===== config.mk =====
export PLATFORM = sky130hd
export DESIGN_NAME = mem_burst_bridge
export DESIGN_NICKNAME = d
export VERILOG_FILES = /design/src/rtl/mem_burst_bridge.sv
export SDC_FILE = /design/constraint.sdc
export NUM_CORES = 1
export LEC_CHECK = 0
export ABC_AREA = 1
export ABC_CLOCK_PERIOD_IN_PS = 4400
export BUFFER_PORTS_ARGS = -buffer_cell sky130_fd_sc_hd__buf_2
export CAP_MARGIN = 40
export CORE_AREA = 10 10 121 90
export DETAILED_ROUTE_END_ITERATION = 8
export DIE_AREA = 0 0 131 100
export PLACE_DENSITY = 0.88
export REMOVE_ABC_BUFFERS = 1
export SLEW_MARGIN = 25
export SYNTH_ARGS = -nofsm -noshare
export SYNTH_HDL_FRONTEND = slang
export SYNTH_SLANG_ARGS = --single-unit

===== constraint.sdc =====
create_clock -name clk -period 4.4 [get_ports clk]
set_input_delay 0.88 -clock clk [delete_from_list [all_inputs] [get_ports clk]]
set_output_delay 0.88 -clock clk [all_outputs]
set_load 0.1 [all_outputs]

===== src/rtl/mem_burst_bridge.sv =====
// Avalon-MM burst master to Spartan-6 MCB user-port bridge.
// Ports: clk/rst, calib_done, Avalon slave (avm_*), MCB cmd/wr/rd FIFO ports.
module mem_burst_bridge #(
  parameter int ADDR_W    = 28,
  parameter int BURST_W   = 4,
  parameter int MAX_BURST = 8
) (
  input  logic              clk,
  input  logic              rst,
  input  logic              calib_done,
  input  logic [ADDR_W-1:0] avm_address,
  input  logic [BURST_W-1:0] avm_burstcount,
  input  logic              avm_read,
  input  logic              avm_write,
  input  logic [31:0]       avm_writedata,
  input  logic [3:0]        avm_byteenable,
  output logic              avm_waitrequest,
  output logic [31:0]       avm_readdata,
  output logic              avm_readdatavalid,
  output logic              cmd_en,
  output logic [2:0]        cmd_instr,
  output logic [5:0]        cmd_bl,
  output logic [ADDR_W+1:0] cmd_byte_addr,
  input  logic              cmd_full,
  output logic              wr_en,
  output logic [31:0]       wr_data,
  output logic [3:0]        wr_mask,
  input  logic              wr_full,
  output logic              rd_en,
  input  logic [31:0]       rd_data,
  input  logic              rd_empty
);

  // Wide enough to hold a 64-beat length
  localparam int LEN_W = 7;

  typedef enum logic [2:0] {
    IDLE,
    WRDATA,
    WRCMD,
    RDCMD,
    RDDATA
  } state_t;

  state_t             state, state_nx;
  logic [ADDR_W-1:0]  addr_q;
  logic [LEN_W-1:0]   len_q;
  logic [LEN_W-1:0]   cnt_q;
  logic [LEN_W-1:0]   len_in;
  logic [31:0]        rdata_q;
  logic               rdv_q;
  logic               load;
  logic               cnt_inc;
  logic               last;

  // Zero-length bursts become single beats; oversize ones are clamped
  always_comb begin
    len_in = LEN_W'(avm_burstcount);
    if (avm_burstcount == '0)
      len_in = LEN_W'(1);
    else if (32'(avm_burstcount) > MAX_BURST)
      len_in = LEN_W'(MAX_BURST);
  end

  assign last          = (cnt_q + LEN_W'(1)) == len_q;
  assign cmd_byte_addr = {addr_q, 2'b00};
  assign avm_readdata  = rdata_q;
  assign avm_readdatavalid = rdv_q;

  always_comb begin
    state_nx        = state;
    avm_waitrequest = 1'b1;
    cmd_en          = 1'b0;
    cmd_instr       = 3'b000;
    cmd_bl          = 6'd0;
    wr_en           = 1'b0;
    wr_data         = 32'd0;
    wr_mask         = 4'd0;
    rd_en           = 1'b0;
    load            = 1'b0;
    cnt_inc         = 1'b0;
    // Outputs stay quiet while reset is held, whatever the host drives
    if (!rst) begin
      case (state)
        IDLE: begin
          if (calib_done) begin
            // Read wins if both are raised together
            if (avm_read) begin
              avm_waitrequest = 1'b0;
              load            = 1'b1;
              state_nx        = RDCMD;
            end else if (avm_write) begin
              avm_waitrequest = wr_full;
              if (!wr_full) begin
                wr_en    = 1'b1;
                wr_data  = avm_writedata;
                wr_mask  = ~avm_byteenable;
                load     = 1'b1;
                cnt_inc  = 1'b1;
                state_nx = (len_in == LEN_W'(1)) ? WRCMD : WRDATA;
              end
            end
          end
        end
        WRDATA: begin
          avm_waitrequest = wr_full;
          if (avm_write && !wr_full) begin
            wr_en   = 1'b1;
            wr_data = avm_writedata;
            wr_mask = ~avm_byteenable;
            cnt_inc = 1'b1;
            if (last)
              state_nx = WRCMD;
          end
        end
        WRCMD: begin
          if (!cmd_full) begin
            cmd_en    = 1'b1;
            cmd_instr = 3'b000;
            cmd_bl    = 6'(len_q - LEN_W'(1));
            state_nx  = IDLE;
          end
        end
        RDCMD: begin
          if (!cmd_full) begin
            cmd_en    = 1'b1;
            cmd_instr = 3'b001;
            cmd_bl    = 6'(len_q - LEN_W'(1));
            state_nx  = RDDATA;
          end
        end
        RDDATA: begin
          if (!rd_empty) begin
            rd_en   = 1'b1;
            cnt_inc = 1'b1;
            if (last)
              state_nx = IDLE;
          end
        end
        default: state_nx = IDLE;
      endcase
    end
  end

  always_ff @(posedge clk or posedge rst) begin
    if (rst) begin
      state   <= IDLE;
      addr_q  <= '0;
      len_q   <= '0;
      cnt_q   <= '0;
      rdata_q <= '0;
      rdv_q   <= 1'b0;
    end else begin
      state <= state_nx;
      if (load) begin
        addr_q <= avm_address;
        len_q  <= len_in;
        // A write accepts beat 0 in the same cycle it latches
        cnt_q  <= cnt_inc ? LEN_W'(1) : '0;
      end else if (cnt_inc) begin
        cnt_q <= cnt_q + LEN_W'(1);
      end
      rdv_q <= rd_en;
      if (rd_en)
        rdata_q <= rd_data;
    end
  end

endmodule


Word-level counts from Yosys, hierarchy flattened
Index checks and enable logic that the tools add are counted.
{"block": "word_totals", "regBits": 75}
{"block": "classes", "n_addsub": 2, "eq_ne": 15, "n_bitwise": 2, "muxes": 61, "n_lt_le_gt_ge": 1, "reduce_logical": 7}
{"operator": "32-bit 2-to-1 mux", "count": 6}
{"operator": "32-bit case mux with 2 select lines", "count": 1}
{"operator": "4-bit 2-to-1 mux", "count": 8}
{"operator": "3-bit 2-to-1 mux", "count": 10}
{"operator": "1-bit 2-to-1 mux", "count": 25}
{"operator": "6-bit 2-to-1 mux", "count": 3}
{"operator": "3-bit case mux with 5 select lines", "count": 1}
{"operator": "7-bit 2-to-1 mux", "count": 2}
{"operator": "2-bit != test, second input constant", "count": 7}
{"operator": "10-bit AND reduction", "count": 1}
{"operator": "4-bit case mux with 2 select lines", "count": 1}
{"operator": "7-bit by 1-bit adder with 7-bit output, second input constant", "count": 1}
{"operator": "7-bit by 4-bit == test with 1-bit output", "count": 1}
{"operator": "3-bit by 2-bit == test with 1-bit output, second input constant", "count": 2}
{"operator": "3-bit != test, second input constant", "count": 2}
{"operator": "4-bit by 1-bit subtractor with 5-bit output, second input constant", "count": 1}
{"operator": "4-bit by 1-bit == test with 1-bit output, second input constant", "count": 1}
{"operator": "4-bit greater-than comparator, second input constant", "count": 1}
{"operator": "4-bit logical NOT", "count": 1}
{"operator": "4-bit inverter", "count": 1}
{"operator": "1-bit case mux with 2 select lines", "count": 2}
{"operator": "3-bit by 1-bit == test with 1-bit output, second input constant", "count": 1}
{"operator": "3-bit == test, second input constant", "count": 1}
{"operator": "3-bit logical NOT", "count": 1}
{"operator": "other kinds (7)", "count": 7}

Logic depth before layout (Yosys ltp)
Gate-level depths: netlist of the first run.
{"block": "depth", "word_depth": 10, "mapped_depth": 13}

Worst setup path before layout of the first run
No wires, ideal clock.
{"block": "synth_timing", "kind": "input to output", "from": "in rst", "to": "out cmd_bl[5]", "cell_stages": 3, "path_buffers": 0, "slack_ps": -2123, "arrival_ps": 5643, "cell_sequence": "nor3_1 inv_1 nor3_1"}
{"block": "synth_via", "elab_chain_cells": 1}
{"element": "start, declared", "line": "9", "text": "input logic rst,"}
{"element": "6-bit 2-to-1 mux", "line": "83", "text": "if (!rst) begin"}
{"element": "end, declared", "line": "22", "text": "output logic [5:0] cmd_bl,"}
Every way passes these cells.

Worst setup path after layout of the first run
{"block": "layout_timing", "from": "in avm_read", "to": "out wr_mask[2]"}
{"block": "layout_via", "elab_chain_cells": 4}
{"element": "start, declared", "line": "13", "text": "input logic avm_read,"}
{"element": "4-bit 2-to-1 mux", "line": "88", "text": "if (avm_read) begin"}
{"element": "4-bit 2-to-1 mux", "line": "86", "text": "if (calib_done) begin"}
{"element": "4-bit case mux with 2 select lines", "line": "84", "text": "case (state)"}
{"element": "4-bit 2-to-1 mux", "line": "83"}
{"element": "end, declared", "line": "27", "text": "output logic [3:0] wr_mask,"}
Every way passes these cells.

==> impl_results.md, run 1 <==
- Max Buffers Root-to-Sink: 2
- Crit-path leading delay family: buffers and inverters
- Clk_lat worst skew: 320 ps
- First-pass GRT wire length: between 15000 and 20000 um
- CP most frequent cell: buf_2
- CTS resizes: 0
- Initial DRC count: ~180
- Area growth syn-to-layout: 38.9%
- Cts hold-fix bufs: 0
- Share of post-route cells with drive strength above 1: around 38%
- Starting density of the core: ~43%
- Critical Path RT: 3520 ps
- Total GRT Usage: between 15 and 20%
- Post-synthesis cell type count: 29
- Remaining DRCs: 0
- Synth area leaders: dfrtp_1 50%, nand2_1 24%, inv_1 5.5%
- Ys async rst share: 100%
- Fin crit share: between 70% and 80%
- Die X: roughly 130 um
- TritonCTS clock tree: done
- I/O Buffers: ~220
- Yosys top cell by area: dfrtp_1
- Grt ovf: 0
- Non-Filler Instances: 831
- Router iterations before antenna repair: 4
- WL per Instance: between 10 and 15 um
- MaxCap Viol Count: 0
- Root Buffer: clkbuf_16
- Vias post-DR: around 3.7k
- Net count, final: about 810
- Rel. slew slack: 52.7%
- CP Cell Sequence: buf_2, inv_1, nand3_1, a21oi_2, nand2_2, buf_12, nor2_1, buf_2
- Synth cell count leaders: 234 x nand2_1, 75 x dfrtp_1, 55 x inv_1
- WS Path Type: input port to output pin
- Routed Antenna Nets: 0
- RSZ-0062 raised after global routing: false
- Post-synthesis area per instance: 7.62 um^2
- Hold Vio Cnt, Final: 0
- Worst-margin pin slew: 707 ps
- Final count of pins violating max slew: 0
- Total of warnings raised by yosys: 0
- Share of the synthesized area in the top cell type: 50.4%
- Clock transition at path regs: roughly 60 ps
- Placed Instance Area: 4880 um^2
- Post-synthesis cell count: ~500
- TritonCTS Buffers: 9
- WHS: 468 ps
- Global placement routability congestion: approximately 0.91
- Fin area: between 5000 and 6000 um^2
- Most numerous cell in the Yosys netlist: nand2_1
- CP max stage cell: buf_2
- Final min period: ~3300 ps
- Max Fclk: 304 MHz
- Core area: just under 9000 um^2
- Antenna Cells: 0
- Post-route worst setup slack: 1110 ps
- FP Rows: 29
- Crit-path max cell delay: about 440 ps
- CP max FO: 21
- Largest net degree at the start of global routing: a little over 40
- Overall routed net length: ~12000 um
- Vias per cell: between 4 and 5
- Critical path endpoint category: output pin
- Worst path depth: 8
- Crit path buf inv count: 4
- Mapped Area: about 3700 um^2
- Clock sink count: between 70 and 80
- I/O pin count: 220
- Vias in the first global route: ~3.7k
- Crit path launch type: input port
- Post-synth top flop: dfrtp_1
- Initial antenna violation count: 0
- R2R cell count: 9
- Worst Hold Depth: 2
- Synth Register Bits: 75
- Outcome: completed
- Final setup fails: 0
- Die height: around 100 um
- Die area: 13100 um^2
- Post-synthesis sequential area ratio: approximately half
- Hold WC Path Type: flop to flop
- Crit path DAT: roughly 2400 ps
- Setup slack at placement: 1120 ps
- Clk_skew: about 5 ps
- H-tree levels: 3
- Setup bufs post-CTS: 0
- Post-synth EDFFs: 0
- Placed insts: around 820
- HPWL Detailed: approximately 9400 um
-- worst register-to-register path, cell delays in order, from the launching register on --
cell and delay, ps:
dfrtp_1 430, nor2_2 140, nand2_1 120, nor3_4 260, buf_4 390, inv_2 330
nand2_2 270, nor2_2 120, nand2_1 90, nand2_1 50
-- placed cells by master (no fill, tap or decap), types with 3 or more instances in the layout --
cell / instances
nor3_1: 3
nand4_1: 3
nor2_1: 33
nand2_2: 3
buf_2: 215
nand3_1: 17
nor2_2: 12
inv_2: 4
inv_1: 54
o21ai_0: 6
nor2_4: 10
clkbuf_16: 9
dfrtp_1: 75
nand2_1: 234
conb_1: 4
-- sequential cells by signal, summed over array words and instances (netlist names) --
signal,flops
addr_q,28
avm_readdata,32
avm_readdatavalid,1
cnt_q,7
len_q,4
state,3
-- layout make-up --
cell class | count | area [um^2]
Fill cell | 804 | 3570
Sequential cell | 75 | 1880
Multi-Input combinational cell | 339 | 1500
Timing Repair Buffer | 219 | 1130
Clock buffer | 9 | 225
Inverter | 58 | 218
Tap cell | 124 | 155
Clock inverter | 7 | 70.1
-- metal layers --
layer	global-route usage (%)	up-vias	wire length [um]
met5	0	-	0
met3	6.27	8	1220
met4	4.26	0	125
met2	29.8	140	5600
met1	19.6	1638	4610
li1	-	1870	-
-- worst paths after layout --
check	slack, ps	end	from
max	1110	wr_mask[2]	avm_read
min	470	avm_readdata[1]	avm_readdata[1]
max reg2reg	2080	cnt_q[0]	state[1]
min reg2reg	470	avm_readdata[1]	avm_readdata[1]
max in group asynchronous	3060	avm_readdata[25]	rst
min in group asynchronous	750	state[1]	rst
-- logic make-up after synthesis --
group	Yosys count	synth area share [%]
flops	75	50.4
fa+ha+maj	2	0.671
simple gates	317	36.4
buf+inv	78	9.70
compound gates	12	1.81
xor+xnor	4	0.940
other cells	1	0.101
-- through the flow --
step,util [%],setup TNS (ps)
5_1_grt,59.2,0
3_3_place_gp,55.3,0
2_1_floorplan,-,-58030
3_5_place_dp,55.8,0
6_report,59.2,0
4_1_cts,59.2,0
Power of run 1 is not shown: default switching activity piles up to over one toggle a cycle in this logic, so the estimate is an artifact.
==> inputs of run 2 (changes only) <==
Settings changed: ABC_CLOCK_PERIOD_IN_PS 4400 to 2800, CORE_AREA 10 10 121 90 to 10 10 127 94, DIE_AREA 0 0 131 100 to 0 0 137 104, PLACE_DENSITY 0.88 to 0.84.
Clock period 4.4 ns to 2.8 ns, I/O delays scaled along.
==> run 2 against run 1 <==
  * Final cell count is 0.72% higher
  * Largest cell class unchanged
  * First-iteration DRC count is 24% lower
  * Design area is 8.2% higher
  * Flip-flop and latch count stayed put
  * Critical path depth is 1 higher
  * Clock-buffer cell count is 1 higher
==> impl_results.md, run 2 (synthesis gave the netlist of run 1 again) <==
- Vias per cell: ~4.4
- Global placement routability congestion: a little under 0.9
- Fin area: approximately 5600 um^2
- Crit-path max cell delay: 430 ps
- Rel. slew slack: a little over three fifths
- Most common library cell in the layout ignoring fill and taps: nand2_1
- Largest net degree at the start of global routing: 45
- Grt ovf: 0
- Share of post-route cells with drive strength above 1: between 30 and 40%
- Total GRT Usage: between 15 and 20%
- Outcome: completed
- Net switching power: ~5 mW
- Clk pwr share: about 15%
- Switching share of total power: between 60% and 70%
- Combinational Power Share: a little over 60%
- FP Rows: 30
- Placed Instance Area: 5280 um^2
- WHS: 407 ps
- Core area: roughly 9500 um^2
- Reg power frac: between 20% and 30%
- CP max FO: 37
- Crit path launch type: flop
- Overall routed net length: roughly 12000 um
- Setup TNS Final: 0 ps
- Crit path DAT: between 2000 and 2500 ps
- Crit path from: state[1]
- Internal power: 3.00 mW
- Setup bufs post-CTS: 0
- WL per Instance: approximately 15 um
- Net count, final: 814
- Vias in the first global route: ~3.7k
- P_leak: around 3.3 nW
- Max Fclk: roughly 380 MHz
- Power per cell area: roughly 1400 nW/um^2
- Starting density of the core: roughly two fifths
- HPWL Detailed: around 9900 um
- Clock transition at path regs: around 60 ps
- Overall power: 7.93 mW
- Die height: 104 um
- Die area: between 10000 and 15000 um^2
- Area growth syn-to-layout: 50.3%
- WS Path Type: flop to output pin
- MaxCap Viol Count: 0
- H-tree levels: 3
- Hold WC Path Type: input port to async pin
- Initial antenna violation count: 0
- Hold Vio Cnt, Final: 0
- I/O Buffers: 215
- Max Buffers Root-to-Sink: 2
- Clk_lat worst skew: 330 ps
- Worst-margin pin slew: 553 ps
- Critical Path RT: ~2200 ps
- Critical R2R Launch: state[1]
- R2R Setup Slk: 1050 ps
- TritonCTS Buffers: 9
- CP Cell Sequence: nor2_2, nand2_1, inv_1, nand3_1, a21oi_2, nand2_2, buf_12, nor2_1, buf_2
- Final setup fails: 0
- Clock sink count: 75
- Initial DRC count: between 100 and 150
- TritonCTS clock tree: done
- Die X: between 100 and 150 um
- R2R cell count: 8
- First-pass GRT wire length: approximately 19000 um
- Root Buffer: clkbuf_16
- I/O pin count: 220
- Most frequent cells in the layout: 234 x nand2_1, 181 x buf_2, 75 x dfrtp_1, 54 x inv_1, 33 x nor2_1
- CP endpoint: wr_data[27]
- Router iterations before antenna repair: 4
- Fin crit share: ~94%
- Clk_skew: between 6 and 7 ps
- RSZ-0062 raised after global routing: false
- Remaining DRCs: 0
- Critical path endpoint category: output pin
- Antenna Cells: 0
- Final min period: ~2600 ps
- Vias post-DR: approximately 3.7k
- Cts hold-fix bufs: 0
- Setup slack at placement: around 410 ps
- Final count of pins violating max slew: 0
- Max reg flops: 32
- Peak supply drop: about 1.1 mV
- CP max stage cell: buf_2
- Reg-to-Reg End: cnt_q[1]
- Post-route worst setup slack: between 150 and 200 ps
- Routed Antenna Nets: 0
==> run 2: cell count changes in the layout (fill, tap and decap cells not counted), sizes merged <==
cell | previous run | this run
buf | 219 | 212
bufinv | 0 | 1
clkbuf | 9 | 19
clkinvlp | 0 | 1
inv | 62 | 59
==> run 2: layout make-up <==
class	count	area (um^2)
Tap cell	128	160
Fill cell	877	3930
Clock buffer	10	229
Multi-Input combinational cell	339	1500
Inverter	58	219
Timing Repair Buffer	221	1540
Sequential cell	75	1880
Clock inverter	6	72.6
==> run 2: power groups by stage <==
stage / logic (mW) / clock network (mW) / registers [mW]
2_1_floorplan: 1.17 / 0 / 4.69
3_3_place_gp: 4.93 / 0 / 1.81
3_5_place_dp: 4.99 / 0 / 1.82
4_1_cts: 4.99 / 1.19 / 1.82
5_1_grt: 5.19 / 1.24 / 1.88
6_report: 4.95 / 1.16 / 1.82
==> run 2: what timing repair did <==
action / CTS / global route
endpoints found under the setup margin: 0 / 9
hold endpoints to repair: 0 / 0
resized for setup: 0 / 9
==> run 2: worst min path at each step <==
| stage | startpoint | to | slack, ps | depth (start not counted) |
|---|---|---|---|---|
| global route | avm_address[2] | addr_q[2] | 410 | 3 |
| detailed placement | avm_readdata[29] | avm_readdata[29] | 450 | 2 |
| global placement | avm_readdata[6] | avm_readdata[6] | 450 | 2 |
| floorplan | cnt_q[6] | cnt_q[6] | 460 | 2 |
| CTS | rst | cnt_q[2] | 410 | 3 |
| finish | rst | cnt_q[2] | 410 | 3 |
==> run 2: stage by stage <==
step,util (%),cells
floorplan,-,472
global placement,55.1,820
detailed placement,55.3,821
CTS,58.5,837
global route,58.7,837
finish,58.7,837
==> run 2: worst max-delay path, delay by kind of cell (launching register included) <==
family,cells,cell delay (ps)
buffers and inverters,3,700
and+or+nand+nor,5,480
DFF,1,420
AOI/OAI and AO/OA,1,130
==> run 2: layer usage <==
layer	up-vias	wire length (um)	global-route usage, %
met1	1627	5030	19.1
met5	-	0	0
met2	145	5780	27.6
li1	1875	-	-
met4	0	80	3.83
met3	6	1360	7.14
Note: power is estimated with default switching activity, not from simulation.
==> inputs of run 3 (changes only) <==
Settings changed: ABC_AREA 1 to unset, CORE_AREA 10 10 127 94 to 10 10 126 94, DIE_AREA 0 0 137 104 to 0 0 136 104, PLACE_DENSITY 0.84 to 0.83.
==> run 3 against run 2 <==
  * Flip-flop and latch count stayed put
  * Setup slack lost 76 ps
  * Largest cell class unchanged
  * Worst hold slack worse by 33 ps
  * Fmax decreased by 2.8%
  * Wire length decreased by 2.5%
  * Synthesized cell count down 12%
  * Non-clock buffer count rose by 4
  * Clock skew shrank 2.2 ps
==> impl_results.md, run 3 <==
- Initial DRC count: about 210
- Adder-cell share of the synthesized area: 0.700%
- Busiest grt layer: met2
- Synth cell count leaders: 192 x nand2_1, 75 x dfrtp_1, 32 x and2_1
- Max Buffers Root-to-Sink: 2
- Clk_lat worst skew: 330 ps
- MaxCap Viol Count: 0
- Most frequent cells in the layout: 206 x buf_2, 192 x nand2_1, 75 x dfrtp_1, 32 x and2_1, 23 x nor2_1
- Share of the synthesized area in the top cell type: between 50% and 60%
- Mapped Area: between 3000 and 4000 um^2
- Post-synthesis cell count: roughly 430
- Total GRT Usage: between 10% and 20%
- TritonCTS Buffers: 9
- Post-synthesis cell type count: 40
- Outcome: completed
- First-pass GRT wire length: between 15000 and 20000 um
- Crit-path leading delay family: simple AND/OR/NAND/NOR gates
- Crit path launch type: flop
- Routed Antenna Nets: 0
- Critical path endpoint category: output pin
- Max reg flops: 32
- CP max stage cell: dfrtp_1
- Global placement routability congestion: approximately 0.92
- Mux cell area share after synthesis: 0%
- Vias post-DR: 3546
- Post-layout util: 55.9%
- Initial antenna violation count: 0
- Post-synthesis area per instance: 8.30 um^2
- Simple-Gate Fraction of Synth Area: 33.0%
- WS Path Type: flop to output pin
- Clk_skew: 4.61 ps
- GRT met2 Usage: 26.9%
- Global routing usage on met3: 7.63%
- Most numerous cell in the Yosys netlist: nand2_1
- Synth Register Bits: 75
- Fin crit share: 97.2%
- Crit-path max cell delay: 490 ps
- Die height: roughly 100 um
- Share of post-route cells with drive strength above 1: between 30% and 40%
- Remaining DRCs: 0
- Final count of pins violating max slew: 0
- Max Fclk: roughly 370 MHz
- Final setup fails: 0
- Net count, final: 750
- Antenna Cells: 0
- Rel. slew slack: a little over 60%
- Router iterations before antenna repair: 4
- Post-synthesis sequential area ratio: a little over half
- WL per Instance: approximately 15 um
- H-tree levels: 3
- Grt ovf: 0
- Overall routed net length: about 12000 um
- CP max FO: 8
- Root Buffer: clkbuf_16
- CP Cell Sequence: nand2b_1, or3_4, nor4b_1, buf_4, buf_12
- Starting density of the core: a little under two fifths
- I/O Buffers: 215
- Hold Vio Cnt, Final: 0
- Largest net degree at the start of global routing: 44
- Die X: between 100 and 150 um
- Post-synthesis xor/xnor area fraction: 3.67%
- Clock sink count: 75
- I/O pin count: 220
- Yosys top cell by area: dfrtp_1
- Synth area leaders: dfrtp_1 52%, nand2_1 20%, and2_1 5.6%
- Ys async rst share: 100%
- TritonCTS clock tree: done
- Worst-margin pin slew: about 580 ps
- Post-synth EDFFs: 0
- Core area: roughly 9400 um^2
- Critical Path RT: ~2200 ps
- Cts hold-fix bufs: 0
- Setup TNS Final: 0 ps
- Compound-gate portion of the synthesized area: under 10%
- Crit path buf inv count: 2
- Die area: between 10000 and 15000 um^2
- Setup bufs post-CTS: 0
- Clock transition at path regs: roughly 60 ps
- Hold WC Path Type: input port to async pin
- Vias per cell: 4.59
- CTS resizes: 0
- Most common library cell in the layout ignoring fill and taps: buf_2
- Largest family of logic cells by synthesized area: simple AND/OR/NAND/NOR gates
- Final min period: 2720 ps
- HPWL Detailed: roughly 9400 um
- FP Rows: 30
- Area growth syn-to-layout: 47.2%
- Vias in the first global route: 3715
- GR Util met1: about a fifth
- Post-synth top flop: dfrtp_1
- Total of warnings raised by yosys: 0
- Crit path DAT: 2160 ps
-- run 3: cell count changes in the layout (fill, tap and decap cells not counted), sizes merged, moves of 4 or more --
| cell | delta |
|---|---|
| buf | +13 |
| nand2 | -45 |
| and2 | +32 |
| clkbuf | -9 |
| o21ai | -4 |
| inv | -48 |
| nand3 | -13 |
| xnor2 | +10 |
| nor2 | -31 |
| nor2b | +4 |
-- run 3: final timing paths --
path | cells past startpoint | endpoint | startpoint | slack [ps]
min | 3 | state[2] | rst | 370
max | 5 | cmd_bl[4] | state[2] | 80
max reg2reg | 7 | cnt_q[4] | state[0] | 890
min reg2reg | 2 | avm_readdata[8] | avm_readdata[8] | 470
max in group asynchronous | 4 | avm_readdata[16] | rst | 1850
min in group clk | 3 | addr_q[11] | avm_address[11] | 420
-- run 3: layer usage --
metal | vias up | wire length (um)
li1 | 1751 | -
met1 | 1595 | 4860
met2 | 181 | 5520
met3 | 19 | 1370
met4 | 0 | 178
met5 | - | 0
-- run 3: stage by stage --
step                area (um^2)  worst slack (ps)  hold slack (ps)  cells
CTS                        5250              24.4              382    773
finish                     5260              79.7              374    773
floorplan                  3440             -1980              547    404
global placement           4900               376              453    756
detailed placement         4920               327              456    757
global route               5260             -71.2              412    773
-- run 3: tightest hold or removal path, stage by stage --
cell and delay [ps]:
buf_2 130, inv_2 60, buf_4 380
-- run 3: cells by family (layout without fill, tap and decap cells) --
group	after synthesis	count (layout)
compound gates	24	24
xor+xnor	15	15
fa+ha+maj	2	2
buf+inv	41	252
flops	75	75
other cells	1	4
simple gates	273	273
-- run 3: final cells by class --
| class | instances | area [um^2] |
|---|---|---|
| well taps | 128 | 160 |
| inverters | 11 | 41.3 |
| repair buffers | 225 | 1310 |
| clock inverters | 6 | 88.8 |
| multi-input cells | 318 | 1550 |
| flip-flops and latches | 75 | 1880 |
| fillers | 861 | 4160 |
| clock buffers | 10 | 239 |
Power of run 3 is left out for the same reason.
